File: src/rtl/scv_pkg.sv
// rtl/scv_pkg.sv - shared SCV types and region indices for the ROM-init loader
package scv_pkg;

  typedef enum logic [1:0] {
    IDLE  = 2'd0,
    LOAD  = 2'd1,
    DRAIN = 2'd2,
    FIN   = 2'd3
  } rominit_state_t;

  localparam int ROMINIT_REGION_BOOT = 0;
  localparam int ROMINIT_REGION_CHR  = 1;
  localparam int ROMINIT_REGION_CART = 2;

endpackage

File: src/rtl/rominit_fifo.sv
// rtl/rominit_fifo.sv - synchronous byte FIFO with a registered output stage
// count includes the output register; full refers to the storage array only.
module rominit_fifo #(
  parameter int WIDTH = 8,
  parameter int DEPTH = 4,
  localparam int AW = $clog2(DEPTH),
  localparam int CW = AW + 2
) (
  input  logic             clk,
  input  logic             rst_n,
  input  logic             push,
  input  logic [WIDTH-1:0] din,
  input  logic             pop,
  output logic [WIDTH-1:0] dout,
  output logic             full,
  output logic             empty,
  output logic [CW-1:0]    count
);

  localparam int MW = AW + 1;

  logic [WIDTH-1:0] mem [DEPTH];
  logic [AW-1:0]    wr_ptr;
  logic [AW-1:0]    rd_ptr;
  logic [MW-1:0]    mem_cnt;
  logic             out_valid;
  logic             wr_en;
  logic             load_out;

  assign full     = (mem_cnt == MW'(DEPTH));
  assign empty    = !out_valid;
  assign count    = CW'(mem_cnt) + CW'(out_valid);
  assign wr_en    = push && !full;
  // Refill the output register whenever it is free or being consumed this cycle.
  assign load_out = (mem_cnt != '0) && (!out_valid || pop);

  always_ff @(posedge clk) begin
    if (wr_en) mem[wr_ptr] <= din;
  end

  always_ff @(posedge clk or negedge rst_n) begin
    if (!rst_n) begin
      wr_ptr    <= '0;
      rd_ptr    <= '0;
      mem_cnt   <= '0;
      out_valid <= 1'b0;
      dout      <= '0;
    end else begin
      if (wr_en) wr_ptr <= wr_ptr + AW'(1);
      if (wr_en && !load_out) mem_cnt <= mem_cnt + MW'(1);
      else if (!wr_en && load_out) mem_cnt <= mem_cnt - MW'(1);
      if (load_out) begin
        dout      <= mem[rd_ptr];
        rd_ptr    <= rd_ptr + AW'(1);
        out_valid <= 1'b1;
      end else if (pop) begin
        out_valid <= 1'b0;
      end
    end
  end

endmodule

File: src/rtl/rominit_loader.sv
// rtl/rominit_loader.sv - host download stream to one-hot ROMINIT bus with size guard
// Optional CKSUM adder built only when ROMINIT_CHECKSUM_EN is defined.
module rominit_loader
  import scv_pkg::*;
#(
  parameter int NUM_REGIONS = 3,
  parameter int ADDR_W = 25,
  parameter int REGION_AW [NUM_REGIONS] = '{12, 13, 17},
  parameter int FIFO_DEPTH = 4,
  localparam int IDX_W = (NUM_REGIONS > 1) ? $clog2(NUM_REGIONS) : 1
) (
  input  logic                   CLK,
  input  logic                   RESB,
  input  logic                   DL_START,
  input  logic [IDX_W-1:0]       DL_IDX,
  input  logic                   DL_WR,
  input  logic [7:0]             DL_DATA,
  input  logic                   DL_END,
  output logic                   DL_WAIT,
  output logic [NUM_REGIONS-1:0] ROMINIT_SEL,
  output logic [ADDR_W-1:0]      ROMINIT_ADDR,
  output logic [7:0]             ROMINIT_DATA,
  output logic                   ROMINIT_VALID,
  input  logic                   ROMINIT_READY,
  output logic                   BUSY,
  output logic                   DONE,
  output logic                   ERR_OVF,
  output logic [ADDR_W:0]        LEN,
  output logic [15:0]            CKSUM
);

  localparam int LEN_W = ADDR_W + 1;
  localparam int CW    = $clog2(FIFO_DEPTH) + 2;

  rominit_state_t    state, state_nxt;
  logic [IDX_W-1:0]  idx_q;
  logic [LEN_W-1:0]  len_q;
  logic [LEN_W-1:0]  limit;
  logic [ADDR_W-1:0] addr_q;
  logic              err_q;
  logic              done_q;
  logic              start;
  logic              accept;
  logic              push;
  logic              fifo_full;
  logic              fifo_empty;
  logic              fifo_pop;
  logic [CW-1:0]     fifo_count;

  assign start    = (state == IDLE) && DL_START;
  assign DL_WAIT  = (state == LOAD) && fifo_full;
  assign accept   = (state == LOAD) && DL_WR && !DL_WAIT;
  // An out-of-range index leaves limit at 0, so every byte is dropped.
  assign push     = accept && (len_q < limit);
  assign fifo_pop = ROMINIT_VALID && ROMINIT_READY;

  assign ROMINIT_VALID = !fifo_empty;
  assign ROMINIT_ADDR  = addr_q;
  assign BUSY          = (state != IDLE);
  assign DONE          = done_q;
  assign ERR_OVF       = err_q;
  assign LEN           = len_q;

  always_comb begin
    limit       = '0;
    ROMINIT_SEL = '0;
    for (int i = 0; i < NUM_REGIONS; i++) begin
      if (int'(idx_q) == i) begin
        limit          = LEN_W'(1) << REGION_AW[i];
        ROMINIT_SEL[i] = (state != IDLE);
      end
    end
  end

  always_comb begin
    state_nxt = state;
    case (state)
      IDLE:    if (DL_START) state_nxt = LOAD;
      LOAD:    if (DL_END) state_nxt = DRAIN;
      DRAIN:   if (fifo_count == '0) state_nxt = FIN;
      FIN:     state_nxt = IDLE;
      default: state_nxt = IDLE;
    endcase
  end

  always_ff @(posedge CLK or negedge RESB) begin
    if (!RESB) begin
      state  <= IDLE;
      idx_q  <= '0;
      len_q  <= '0;
      addr_q <= '0;
      err_q  <= 1'b0;
      done_q <= 1'b0;
    end else begin
      state  <= state_nxt;
      done_q <= (state_nxt == FIN);
      if (start) begin
        idx_q  <= DL_IDX;
        len_q  <= '0;
        addr_q <= '0;
        err_q  <= 1'b0;
      end else begin
        if (push) len_q <= len_q + LEN_W'(1);
        if (accept && !push) err_q <= 1'b1;
        if (fifo_pop) addr_q <= addr_q + ADDR_W'(1);
      end
    end
  end

`ifdef ROMINIT_CHECKSUM_EN
  logic [15:0] cksum_q;

  always_ff @(posedge CLK or negedge RESB) begin
    if (!RESB) cksum_q <= '0;
    else if (start) cksum_q <= '0;
    else if (push) cksum_q <= cksum_q + {8'h00, DL_DATA};
  end

  assign CKSUM = cksum_q;
`else
  assign CKSUM = '0;
`endif

  rominit_fifo #(
    .WIDTH (8),
    .DEPTH (FIFO_DEPTH)
  ) u_fifo (
    .clk   (CLK),
    .rst_n (RESB),
    .push  (push),
    .din   (DL_DATA),
    .pop   (fifo_pop),
    .dout  (ROMINIT_DATA),
    .full  (fifo_full),
    .empty (fifo_empty),
    .count (fifo_count)
  );

endmodule

File: config.mk
export PLATFORM = sky130hd
export DESIGN_NAME = rominit_loader
export DESIGN_NICKNAME = d
export VERILOG_FILES = /design/src/rtl/scv_pkg.sv /design/src/rtl/rominit_fifo.sv /design/src/rtl/rominit_loader.sv
export SDC_FILE = /design/constraint.sdc
export NUM_CORES = 1
export LEC_CHECK = 0
export ABC_AREA = 1
export BUFFER_PORTS_ARGS = -buffer_cell sky130_fd_sc_hd__buf_4
export CAP_MARGIN = 10
export CORE_ASPECT_RATIO = 1.4
export CORE_MARGIN = 2
export CORE_UTILIZATION = 40
export CTS_CLUSTER_SIZE = 40
export DETAILED_ROUTE_END_ITERATION = 12
export PLACE_DENSITY = 0.61
export SLEW_MARGIN = 25
export SYNTH_ARGS = -nofsm -noshare
export SYNTH_HDL_FRONTEND = slang
export SYNTH_SLANG_ARGS = --single-unit
File: constraint.sdc
create_clock -name CLK -period 3.15 [get_ports CLK]
set_clock_uncertainty 0.2 [all_clocks]
set_input_delay 0.4725 -clock CLK [delete_from_list [all_inputs] [get_ports CLK]]
set_output_delay 0.4725 -clock CLK [all_outputs]
set_load 0.03 [all_outputs]
### After elaboration in Yosys (flattened, before gate mapping)

Memories as Yosys holds them, arrays and structs flattened. A register that Yosys moved wholly into a read port is not among the register bits.
Cells that the tools add are included.

| storage, ports and cells | value |
|---|---|
| memories kept | 1 |
| RAM bits | 32 |
| output and inout bits | 83 |
| flip-flop bits (word level) | 65 |
| logic and storage cells | 77 |

Memory list:

| name | words | width | read ports | clocked after memory_dff | wr ports | line | source |
|---|---|---|---|---|---|---|---|
| u_fifo.mem | 4 | 8 | 1 | 1 | 1 | rominit_fifo.sv:22 | `logic [WIDTH-1:0] mem [DEPTH];` |

| cells by class | value |
|---|---|
| reductions and logical operators | 29 |
| equality and inequality tests | 7 |
| multiplexer cells | 22 |
| order comparisons | 1 |
| $add $sub $neg | 7 |

Operators with widths:

| operator | number |
|---|---|
| 26-bit 2-to-1 mux | 4 |
| 25-bit 2-to-1 mux | 2 |
| 26-bit by 1-bit adder with 26-bit output (second input constant) | 1 |
| 26-bit less-than comparator | 1 |
| 25-bit by 1-bit adder with 25-bit output (second input constant) | 1 |
| 13-bit 2-to-1 mux | 1 |
| 2-bit nonzero test | 6 |
| 1-bit logical AND | 11 |
| 2-bit == test (second input constant) | 5 |
| 1-bit 2-to-1 mux | 9 |
| 2-bit one-hot mux with 4 select lines | 1 |
| 1-bit logical NOT | 7 |
| 2-bit 2-to-1 mux | 3 |
| 3-bit 2-to-1 mux | 2 |
| 2-bit by 1-bit adder with 2-bit output (second input constant) | 2 |
| 3-bit by 1-bit adder with 4-bit output | 1 |
| 2-bit logical NOT | 2 |
| 4-bit logical NOT | 1 |
| 3-bit by 1-bit adder with 3-bit output (second input constant) | 1 |
| 3-bit == test (second input constant) | 1 |
| 3-bit nonzero test | 1 |
| 3-bit by 1-bit subtractor with 3-bit output (second input constant) | 1 |
| 2-bit by 1-bit == test with 1-bit output (second input constant) | 1 |
| 1-bit logical OR | 1 |

### Longest topological paths before layout

| depth | value |
|---|---|
| depth after elaboration | 11 |
| depth in mapped cells | 17 |

### Modules after synthesis

Synthesis repeated with hierarchy kept, for this count alone.

| unflattened totals | value |
|---|---|
| cells, all modules | 687 |
| area total of the unflattened synthesis | 5600.4 µm² |

Modules (own cells, without submodules):

| module | sequential area each (µm²) | instances | cells an instance | area an instance (µm²) |
|---|---|---|---|---|
| rominit_loader | 1426.4 | 1 | 467 | 3425.8 |
| rominit_fifo | 1361.3 | 1 | 220 | 2174.6 |

### Worst setup path after synthesis

OpenSTA, ideal clock, no wires.

| timing path | value |
|---|---|
| kind | reg2reg |
| start | register len_q[13] (netlist: LEN[13]) |
| end | register u_fifo.mem_cnt[2] |
| path slack | 0.417 ns |
| data required time | 2.826 ns |
| arrival time | 2.409 ns |
| library setup time | 0.124 ns |
| stages on the path, launching flop included | 16 |
| cell sequence | dfrtp_1 ha_1 inv_1 nand2_1 nor2_1 nand2_1 nand2_1 nand2_1 nor2_4 buf_4 ha_1 inv_1 fa_1 a21oi_1 o21ai_0 xnor2_1 |

| on the way | value |
|---|---|
| longest elaborated chain between the ends | 6 |
| elaborated cells on any way between the ends | 8 |
| classes of those cells | 1 x order compare; 1 x mux; 6 x reduce/logical |

RTL lines:

| element | line | source |
|---|---|---|
| from (decl) | rominit_loader.sv:37 | `logic [LEN_W-1:0] len_q;` |
| from (signal assigned) | rominit_loader.sv:103 | `if (push) len_q <= len_q + LEN_W'(1);` |
| 26-bit less-than comparator (*) | rominit_loader.sv:54 | `assign push = accept && (len_q < limit);` |
| 1-bit logical AND (*) | rominit_loader.sv:54 |  |
| 1-bit logical AND (*) | rominit_fifo.sv:33 | `assign wr_en = push && !full;` |
| via u_fifo.wr_en | rominit_fifo.sv:27 | `logic wr_en;` |
| 1-bit logical NOT | rominit_fifo.sv:51 | `else if (!wr_en && load_out) mem_cnt <= mem_cnt - MW'(1);` |
| 1-bit logical AND | rominit_fifo.sv:51 |  |
| 2-bit nonzero test (no line) | - |  |
| to (signal assigned) | rominit_fifo.sv:50 | `if (wr_en && !load_out) mem_cnt <= mem_cnt + MW'(1);` |
| to (signal assigned) | rominit_fifo.sv:51 |  |
| to (decl) | rominit_fifo.sv:25 | `logic [MW-1:0] mem_cnt;` |

The timed path passes the listed nets; every way through them passes the cells marked *.
A chain may end at the register's enable or synchronous reset.

### Worst setup path in the final report

| timing path | value |
|---|---|
| start | register idx_q[0] |
| end | register u_fifo.mem_cnt[2] |

| on the way | value |
|---|---|
| longest elaborated chain between the ends | 10 |
| elaborated cells on any way between the ends | 14 |
| classes of those cells | 1 x order compare; 2 x eq/ne; 4 x mux; 7 x reduce/logical |

RTL lines:

| element | line | source |
|---|---|---|
| from (decl) | rominit_loader.sv:36 | `logic [IDX_W-1:0] idx_q;` |
| from (signal assigned) | rominit_loader.sv:89 | `idx_q <= '0;` |
| from (signal assigned) | rominit_loader.sv:98 | `idx_q <= DL_IDX;` |
| 2-bit logical NOT | rominit_loader.sv:68 | `if (int'(idx_q) == i) begin` |
| 13-bit 2-to-1 mux | rominit_loader.sv:68 |  |
| 26-bit 2-to-1 mux | rominit_loader.sv:68 |  |
| 26-bit 2-to-1 mux (*) | rominit_loader.sv:68 |  |
| 26-bit less-than comparator (*) | rominit_loader.sv:54 |  |
| 1-bit logical AND (*) | rominit_loader.sv:54 |  |
| 1-bit logical AND (*) | rominit_fifo.sv:33 |  |
| 1-bit logical NOT | rominit_fifo.sv:51 |  |
| 1-bit logical AND | rominit_fifo.sv:51 |  |
| 2-bit nonzero test (no line) | - |  |

Every way passes the cells marked *; elsewhere a longest branch is shown, timed or not.

==> summary.txt <==
Run status
  – Status: finished, violations left
  – Failing checks: negative hold slack

Clocking
  – # Post-CTS Setup Buffers: 0
  – Clock transition at path regs: roughly 0.070 ns
  – CTS hold repair buffers: 0
  – Cts repair resizes: 0
  – CTS tree: yes
  – Total clock sinks: 105
  – Worst-Skew Late Latency: 0.34 ns
  – H-tree depth: 3
  – Longest Clk Path Bufs: 2
  – Root Buffer: clkbuf_16
  – Total CTS buffers: 9

Placed design
  – Detail Placement HPWL: approximately 8.6 mm
  – Post-Place Cells: 848
  – Port Buffers: slightly above 80
  – RD Place Congestion: ~0.85

Worst setup path
  – WS Path Type: register to register
  – Critical path arrival: 2.66 ns
  – Crit end category: register
  – CP Max Fanout: 4
  – Worst-path cell chain: inv_1, nand2_1, ha_1, inv_1, nand2_1, nor2_1, nand2_1, nor2_4, ha_1, inv_1, fa_1, a21oi_1, o21ai_0, xnor2_1
  – Worst Path Required: between 3 and 4 ns
  – Startpoint Class: register
  – CP max stage delay: 0.42 ns
  – CP max-delay cell: dfrtp_1

Drt
  – Via Count: between 4000 and 5000
  – ANT nets after route: 0
  – DRC Markers: 0
  – Total Wirelength: approximately 12 mm
  – DR vias/cell: roughly 4.9
  – First-pass DRT Iterations: 4
  – DRT iter0 DRCs: 235
  – Routed len/inst: 13.6 µm

Yosys
  – Share of synthesized registers carrying an async set or reset: around 70%
  – Commonest cells in the netlist: 140 x nand2_1, 128 x nor2_1, 73 x dfrtp_1
  – Syn. warnings: 0
  – Top FF cell, synth: dfrtp_1
  – Post-Syn Instances: between 600 and 700
  – Number of synthesized flops with an enable pin: 32
  – Synthesized flop and latch total: approximately 110
  – Mapped Area: 5230 µm²
  – Top cell type's share of synthesized area: 34.9%
  – Seq/Total Area, Yosys: between 50% and 60%
  – Post-synthesis cell type count: 32
  – Synth area leaders: dfrtp_1 35%, edfxtp_1 18%, nand2_1 10%
  – Most numerous cell in the Yosys netlist: nand2_1
  – Synth area leader: dfrtp_1
  – Avg Cell Area, Syn: roughly 8.4 µm²

Timing
  – Max Slew Vio Count: 0
  – Post-route clock period utilization: between 80% and 90%
  – Slew headroom: about half
  – Final-report setup violation count: 0
  – Minimum clock period: 2.63 ns
  – Unrepaired setup endpoints after global routing: no
  – FMAX: about 0.38 GHz
  – WHS: -0.0498 ns
  – Tightest Pin Transition: 0.765 ns
  – Setup tns final: 0 ns
  – Count of final hold-check violations: 73

Job
  – Max_cap viols: 0

Global routing
  – Grt total ovfl: 0
  – Largest net degree at the start of global routing: between 70 and 80
  – Global-route wire length before repair: around 19 mm
  – Gr usage total: between 15 and 20%
  – Initial antenna violation count: 0
  – Vias in the first global route: 4123

Worst hold path
  – Class of the worst hold path: input pin to async pin

Cells and area
  – Fraction of layout cells with a size suffix above 1: about 17%
  – P&R area growth vs syn: 19.2%
  – # diodes: 0
  – Area of the multi-input gates: 2050 µm²
  – Final net count: 734
  – Flip-flop and latch area: ~2800 µm²
  – Fill count: around 1200
  – Fin cells: about 860

Die
  – Top Ports: 99
  – Initial Util: between 40% and 50%
  – Die Ht: around 140 µm
  – CORE AREA: 12800 µm²
  – Rows: just under 50
  – Die outline area: 14000 µm²
  – Die X: 101 µm

Power
  – Power Dens Cells: between 700 and 800 nW/µm²
  – Peak supply drop: about 0.00026 V
  – Leakage: between 0.002 and 0.003 µW
## layer usage
layer	routed length [µm]	vias up	GRT usage, %
met5	0	-	0
met4	246	0	6.13
met3	573	17	3.01
met2	6240	108	31.4
met1	4680	1979	20.4
li1	-	2126	-
## path summary, 6_finish.rpt
check / startpoint / cells after the start / slack (ns) / end
hold reg to reg: LEN[22] / 2 / 0.31 / LEN[22]
setup reg to reg: idx_q[0] / 14 / 0.52 / u_fifo.mem_cnt[2]
setup / recovery: idx_q[0] / 14 / 0.52 / u_fifo.mem_cnt[2]
min in group CLK: DL_DATA[7] / 1 / 0.13 / u_fifo.mem[1][7]
max in group asynchronous: RESB / 1 / 2.31 / ROMINIT_ADDR[12]
hold / removal: RESB / 1 / -0.05 / u_fifo.dout[6]
## worst max-delay path, delay by kind of cell (launching register included)
kind                     cells  cell delay [ns]
AO/OA/AOI/OAI                2             0.27
XOR/XNOR                     1             0.14
AND/OR/NAND/NOR              5             0.60
adder cells (fa/ha/maj)      3             0.69
buffers and inverters        3             0.20
flip-flops                   1             0.42
## logic make-up after synthesis
kind of cell / synth area share, %
AOI/OAI and AO/OA: 6.67
muxes: 0.215
DFF: 53.3
xor gates and xnor gates: 1.84
and+or+nand+nor: 26.4
other: 0.0717
adders and majority gates: 3.01
buffers and inverters: 8.52
## area by class of cell
class	count	share of cell area, %
Timing Repair Buffer	86	10.4
Tap cell	153	3.07
Clock buffer	9	3.61
Clock inverter	7	1.10
Multi-Input combinational cell	435	32.9
Sequential cell	105	44.7
Inverter	69	4.15
## layout by cell type, fill, tap and decap left out, drive strengths merged
master	instances
buf	86
xor2	9
a31oi	9
ha	11
nor3	13
xnor2	2
bufinv	1
conb	16
fa	1
a21oi	15
inv	70
nand2	143
dfrtp	73
nand3	23
or2	3
o21ai	42
nand4	14
mux2	1
nor2	132
clkinv	4
edfxtp	32
clkbuf	9
o21bai	1
clkinvlp	1
## stage by stage
step	worst slack (ns)	hold WS [ns]	total power, µW	utilization (%)	area, µm²
finish	0.518	-0.0498	4390	48.7	6230
global route	0.192	0.00930	4690	48.7	6230
CTS	0.492	0.119	4440	48.6	6230
detailed placement	0.529	0.306	3310	46.3	5940
global placement	0.618	0.287	3260	46.3	5940
floorplan	0.417	-0.0231	2850	-	5290
## state kept, by name, summed over array words and instances (netlist names)
signal / cells
DONE: 1
idx_q: 2
LEN: 26
u_fifo.dout: 8
u_fifo.rd_ptr: 2
u_fifo.out_valid: 1
u_fifo.mem: 32
u_fifo.mem_cnt: 3
state: 2
u_fifo.wr_ptr: 2
ERR_OVF: 1
ROMINIT_ADDR: 25
## power by group
| group | switching, µW | leakage (µW) | internal, µW |
|---|---|---|---|
| Combinational | 987 | 0.00156 | 496 |
| Sequential | 188 | 0.00125 | 1600 |
| Clock | 506 | 0.000144 | 617 |
Note: power is estimated with default switching activity, not from simulation.
